File: config.mk
export PLATFORM = sky130hd
export DESIGN_NAME = lva_mover
export DESIGN_NICKNAME = d
export VERILOG_FILES = /design/src/rtl/bali_pkg.sv /design/src/rtl/move_fifo.sv /design/src/rtl/lva_mover.sv
export SDC_FILE = /design/constraint.sdc
export NUM_CORES = 1
export LEC_CHECK = 0
export BUFFER_PORTS_ARGS = -buffer_cell sky130_fd_sc_hd__buf_2
export CORE_MARGIN = 4
export CORE_UTILIZATION = 55
export DETAILED_ROUTE_END_ITERATION = 10
export GPL_TIMING_DRIVEN = 0
export PLACE_DENSITY_LB_ADDON = 0.08
export RECOVER_POWER = 100
export SKIP_LAST_GASP = 1
export SLEW_MARGIN = 5
export SYNTH_ARGS = -nofsm -noshare
export SYNTH_HDL_FRONTEND = slang
export SYNTH_HIERARCHICAL = 1
export SYNTH_SLANG_ARGS = --single-unit
File: constraint.sdc
create_clock -name clk -period 5.2 [get_ports clk]
set_input_delay 0.52 -clock clk [delete_from_list [all_inputs] [get_ports clk]]
set_output_delay 0.52 -clock clk [all_outputs]
set_load 0.02 [all_outputs]
File: src/rtl/bali_pkg.sv
// Shared types for the BALI control slice: mover FSM states and LVA index width.
package bali_pkg;

    localparam int unsigned LVA_IDX_W = 8;

    typedef enum logic [2:0] {
        IDLE,
        POP_REQ,
        POP_WAIT,
        WR_REQ,
        WR_WAIT,
        DONE
    } mover_state_t;

endpackage

File: src/rtl/move_fifo.sv
// Synchronous FIFO of LVA indices; the caller guarantees no push when full
// (unless popping in the same cycle) and no pop when empty.
module move_fifo
    import bali_pkg::*;
#(
    parameter int unsigned DEPTH = 4,
    parameter int unsigned CNT_W = $clog2(DEPTH) + 1
) (
    input  logic                 clk,
    input  logic                 rst_n,
    input  logic                 push,
    input  logic                 pop,
    input  logic [LVA_IDX_W-1:0] din,
    output logic [LVA_IDX_W-1:0] dout,
    output logic [CNT_W-1:0]     count,
    output logic                 full
);

    localparam int unsigned PTR_W = $clog2(DEPTH);

    logic [LVA_IDX_W-1:0] mem_q [DEPTH];
    logic [LVA_IDX_W-1:0] mem_d [DEPTH];
    logic [PTR_W-1:0]     wr_ptr_q, wr_ptr_d;
    logic [PTR_W-1:0]     rd_ptr_q, rd_ptr_d;
    logic [CNT_W-1:0]     count_q, count_d;

    // Pointers are exactly log2(DEPTH) bits wide, so the increment wraps modulo DEPTH.
    always_comb begin
        mem_d    = mem_q;
        wr_ptr_d = wr_ptr_q;
        rd_ptr_d = rd_ptr_q;
        count_d  = count_q;
        if (push) begin
            mem_d[wr_ptr_q] = din;
            wr_ptr_d        = wr_ptr_q + 1'b1;
        end
        if (pop) begin
            rd_ptr_d = rd_ptr_q + 1'b1;
        end
        if (push && !pop) begin
            count_d = count_q + 1'b1;
        end else if (!push && pop) begin
            count_d = count_q - 1'b1;
        end
    end

    always_ff @(posedge clk) begin
        if (!rst_n) begin
            wr_ptr_q <= '0;
            rd_ptr_q <= '0;
            count_q  <= '0;
        end else begin
            wr_ptr_q <= wr_ptr_d;
            rd_ptr_q <= rd_ptr_d;
            count_q  <= count_d;
        end
    end

    always_ff @(posedge clk) begin
        mem_q <= mem_d;
    end

    assign dout  = mem_q[rd_ptr_q];
    assign count = count_q;
    assign full  = (count_q == CNT_W'(DEPTH));

endmodule

File: src/rtl/lva_mover.sv
// Local-variable mover: queues lvamove requests, pops the eval stack and
// writes each popped word into the LVA at the requested index, in FIFO order.
module lva_mover
    import bali_pkg::*;
#(
    parameter int unsigned LVA_SIZE = 8,
    parameter int unsigned DATA_W   = 32,
    parameter int unsigned QDEPTH   = 4
) (
    input  logic                 clk,
    input  logic                 rst_n,
    input  logic                 lvamove,
    input  logic [LVA_IDX_W-1:0] lvamoveindex,
    output logic                 lvamovedone,
    output logic                 moveerr,
    output logic                 ovf,
    output logic                 full,
    output logic                 evalpush,
    output logic                 evaltrigger,
    input  logic [DATA_W-1:0]    evalread,
    input  logic                 evaldone,
    output logic                 lvaop,
    output logic                 lvatrigger,
    output logic [LVA_IDX_W-1:0] lvaindex,
    output logic [DATA_W-1:0]    lvawrite,
    input  logic                 lvadone
);

    localparam int unsigned CNT_W = $clog2(QDEPTH) + 1;

    mover_state_t         state_q, state_d;
    logic                 req_vld_q, req_vld_d;
    logic [LVA_IDX_W-1:0] req_idx_q, req_idx_d;
    logic [LVA_IDX_W-1:0] idx_q, idx_d;
    logic [DATA_W-1:0]    data_q, data_d;
    logic                 err_q, err_d;
    logic                 ovf_q, ovf_d;
    logic                 evaltrigger_q, evaltrigger_d;
    logic                 lvatrigger_q, lvatrigger_d;
    logic                 movedone_q, movedone_d;
    logic                 moveerr_q, moveerr_d;

    logic                 fifo_push;
    logic                 fifo_pop;
    logic [LVA_IDX_W-1:0] fifo_dout;
    logic [CNT_W-1:0]     fifo_count;
    logic                 fifo_full;

    move_fifo #(
        .DEPTH (QDEPTH),
        .CNT_W (CNT_W)
    ) u_fifo (
        .clk   (clk),
        .rst_n (rst_n),
        .push  (fifo_push),
        .pop   (fifo_pop),
        .din   (req_idx_q),
        .dout  (fifo_dout),
        .count (fifo_count),
        .full  (fifo_full)
    );

    // Requests are registered before enqueue; acceptance is judged on that
    // registered copy, so a same-cycle dequeue can make room for it.
    always_comb begin
        req_vld_d = lvamove;
        req_idx_d = lvamoveindex;
        fifo_pop  = (state_q == IDLE) && (fifo_count != '0);
        fifo_push = req_vld_q && (!fifo_full || fifo_pop);
        ovf_d     = ovf_q | (req_vld_q & ~fifo_push);

        state_d = state_q;
        idx_d   = idx_q;
        data_d  = data_q;
        err_d   = err_q;
        case (state_q)
            IDLE: begin
                if (fifo_pop) begin
                    idx_d = fifo_dout;
                    if (32'(fifo_dout) < LVA_SIZE) begin
                        err_d   = 1'b0;
                        state_d = POP_REQ;
                    end else begin
                        err_d   = 1'b1;
                        state_d = DONE;
                    end
                end
            end
            POP_REQ:  state_d = POP_WAIT;
            POP_WAIT: begin
                if (evaldone) begin
                    data_d  = evalread;
                    state_d = WR_REQ;
                end
            end
            WR_REQ:   state_d = WR_WAIT;
            WR_WAIT:  if (lvadone) state_d = DONE;
            DONE:     state_d = IDLE;
            default:  state_d = IDLE;
        endcase

        evaltrigger_d = (state_d == POP_REQ);
        lvatrigger_d  = (state_d == WR_REQ);
        movedone_d    = (state_d == DONE);
        moveerr_d     = (state_d == DONE) && err_d;
    end

    always_ff @(posedge clk) begin
        if (!rst_n) begin
            state_q       <= IDLE;
            req_vld_q     <= 1'b0;
            req_idx_q     <= '0;
            idx_q         <= '0;
            data_q        <= '0;
            err_q         <= 1'b0;
            ovf_q         <= 1'b0;
            evaltrigger_q <= 1'b0;
            lvatrigger_q  <= 1'b0;
            movedone_q    <= 1'b0;
            moveerr_q     <= 1'b0;
        end else begin
            state_q       <= state_d;
            req_vld_q     <= req_vld_d;
            req_idx_q     <= req_idx_d;
            idx_q         <= idx_d;
            data_q        <= data_d;
            err_q         <= err_d;
            ovf_q         <= ovf_d;
            evaltrigger_q <= evaltrigger_d;
            lvatrigger_q  <= lvatrigger_d;
            movedone_q    <= movedone_d;
            moveerr_q     <= moveerr_d;
        end
    end

    assign lvamovedone = movedone_q;
    assign moveerr     = moveerr_q;
    assign ovf         = ovf_q;
    assign full        = fifo_full;
    assign evalpush    = 1'b0;
    assign evaltrigger = evaltrigger_q;
    assign lvaop       = lvatrigger_q;
    assign lvatrigger  = lvatrigger_q;
    assign lvaindex    = idx_q;
    assign lvawrite    = data_q;

endmodule
==> flow_summary_export.csv <==
group,metric,value,unit
finish,final_layout_size_suffix_gt1_share,20.5,%
synth,synth-main-ff-cell,"dfxtp_1",
clock_tree,clock-sinks,97,
critical_path,required,5.48,ns
placement,globalplace.congestion,0.716,
power,switching_power,0.000729,W
sta,tns,0,ns
critical_path,worst_setup_path_start_kind,"flip-flop",
global_routing,grt_overflow_total,0,
power,leakage,1.63,nW
sta,tightest_slew,0.896,ns
floorplan,start_util,56.6,%
critical_path,slowest_delay,0.73,ns
synth,async_flop_share,0,%
synth,synth.top_cell.area_share,33.8,%
critical_path,cp.buffers_inverters,2,
power,irDropWorstVdd,303,uV
drt,via_count,2581,
synth,yosys-top-cells-area,"dfxtp_1 (34%), edfxtp_1 (25%), nand2_1 (5.9%)",
power,powerDensity,470,nW/um2
sta,rsz0062_at_grt,"false",
clock_tree,clkTransAtPathRegs,0.10,ns
global_routing,antenna_found_initial,0,
drt,drc,0,
floorplan,die_h,91.6,um
synth,synth_top_cell_by_area,"dfxtp_1",
finish,nNetsFinal,481,
drt,vias_per_cell,4.86,
finish,num-fill-cells,585,
clock_tree,post-cts-setup-buffers,0,
synth,synth_edf_count,32,
sta,finalSetupViolCount,0,
drt,wl_per_cell,13.1,um
power,power_frac_seq,44.0,%
finish,antenna-diode-count,0,
sta,post-route-period-util,60.0,%
clock_tree,cts_resized,0,
critical_path,critical_path.cell_chain,"or3_1 -> clkbuf_1 -> nand2_1 -> a21boi_0 -> ha_1 -> inv_1 -> fa_1 -> xor2_1 -> or3_1 -> a21boi_0",
synth,synth_nets,379,
synth,netlist_area,3850,um2
finish,mostFrequentLayoutCells,"dfxtp_1 (65), clkbuf_1 (63), nand2_1 (60)",
clock_tree,clk_latency,0.35,ns
synth,syn_avg_cell_area,11.7,um2
power,clkPwrFrac,24.5,%
drt,drt_wl_total,6.94,mm
critical_path,cp_max_fo,7,
sta,skew,0.00939,ns
critical_path,endpoint_kind,"flip-flop",
sta,hold_violations,0,
drt,drtAntennaViolNets,0,
sta,min_period,3.12,ns
worst_hold_path,hold_class,"primary input to flip-flop",
finish,syn2layout_area_growth,17.0,%
power,intPower,0.00139,W
synth,yosysWarnings,6,
clock_tree,clockBufferDepth,2,
floorplan,die_w,91.6,um
synth,synth-seq-cells,97,
power,p_comb_share,31.5,%
placement,port_buffers,91,
synth,synth_cell_types,41,
global_routing,grt_pass1_wl,11.4,mm
critical_path,crit_family,"compound AO/OA/AOI/OAI gates",
synth,yosysSeqAreaShare,58.8,%
clock_tree,cts-hold-fix-buffers,0,
synth,syn_inst,328,
clock_tree,htreeDepth,3,
global_routing,grt_max_degree,20,
clock_tree,cts_root_buf,"clkbuf_8",
drt,dr.pass1.iters,4,
critical_path,worstSetupPathType,"flip-flop to flip-flop",
status,status,"finished, final reports clean",
sta,max_clock_freq,0.320,GHz
floorplan,dieArea,8400,um2
power,swShare,34.5,%
drt,drtIter0Drc,65,
finish,final_common_cell,"dfxtp_1",
global_routing,first_global_vias,2451,
sta,max_slew_margin,39.8,%
clock_tree,cts_tree,"done",
job,drv_cap,0,
sta,worst_hold_slack,0.365,ns
critical_path,cpMaxStageDelayCell,"a21boi_0",
placement,dp_hpwl,4.98,mm
floorplan,row_count,30,
power,finalPower,0.00211,W
floorplan,ios,93,
clock_tree,cts_buffers,9,
global_routing,track_usage,16.9,%
floorplan,design.core.area,6790,um2
critical_path,cp.arrival,3.40,ns
sta,slew_violations,0,
sequential cells by signal, indices dropped and copies added, names as in the netlist, 2 cells and up:
name / cells
lvawrite: 32
lvaindex: 8
u_fifo/mem_q: 32
u_fifo/count: 3
u_fifo/wr_ptr_q: 2
req_idx_q: 8
state_q: 3
u_fifo/rd_ptr_q: 2
cells in the mapped netlist, drive strengths merged (3+ instances only):
| master | number |
|---|---|
| xor2 | 4 |
| and2 | 17 |
| nand3 | 9 |
| mux4 | 8 |
| dfxtp | 65 |
| a21oi | 5 |
| o21ai | 9 |
| clkbuf | 7 |
| edfxtp | 32 |
| or3 | 3 |
| o21a | 3 |
| a21boi | 43 |
| buf | 18 |
| ha | 5 |
| inv | 6 |
| nand2 | 70 |
per-stage QoR:
step	std cells	setup WS [ns]	area (um2)	utilization (%)
2_1_floorplan	328	2.64	3850	-
3_3_place_gp	515	2.33	4420	65.1
3_5_place_dp	515	2.26	4420	65.1
4_1_cts	531	2.18	4640	68.3
5_1_grt	531	1.80	4500	66.2
6_report	531	2.08	4500	66.2
routing by layer:
metal	GRT usage, %	share of wire, %	up-vias
li1	-	-	1330
met5	0	0	-
met1	21.6	46	1177
met3	3.36	5.4	8
met4	6.03	1.2	0
met2	28.7	48	66
path summary, 6_finish.rpt:
check,start,to,slack (ns),cells past startpoint
max,u_fifo/count[0]$_SDFFE_PN0P_,u_fifo/count[2]$_SDFFE_PN0P_,2.08,10
min,lvamoveindex[5],req_idx_q[5]$_SDFF_PN0_,0.37,2
max reg2reg,u_fifo/count[0]$_SDFFE_PN0P_,u_fifo/count[2]$_SDFFE_PN0P_,2.08,10
min reg2reg,lvawrite[27]$_SDFFE_PN0P_,lvawrite[27]$_SDFFE_PN0P_,0.46,2
cells by family after synthesis:
group | synth area share, %
other | 0.0975
AND/OR/NAND/NOR | 14.6
multiplexers | 5.20
flip-flops | 58.8
buffers and inverters | 5.17
AO/OA/AOI/OAI | 12.6
adder cells (fa/ha/maj) | 2.15
XOR/XNOR | 1.37
power by group through the flow:
stage	logic, W	clock network [W]	registers, W
2_1_floorplan	0.000480	0	0.00100
3_3_place_gp	0.000701	0	0.000944
3_5_place_dp	0.000715	0	0.000949
4_1_cts	0.000721	0.000534	0.000931
5_1_grt	0.000744	0.000564	0.000944
6_report	0.000666	0.000517	0.000931
cell type report:
class / instances / area [um2] / area share [%]
Buffer: 25 / 130 / 2.89
Clock buffer: 9 / 124 / 2.75
Clock inverter: 7 / 95.1 / 2.11
Inverter: 6 / 22.5 / 0.500
Multi-Input combinational cell: 200 / 1350 / 30.0
Sequential cell: 97 / 2260 / 50.3
Tap cell: 96 / 120 / 2.67
Timing Repair Buffer: 91 / 395 / 8.79
Power figures use the tool's default switching activity.
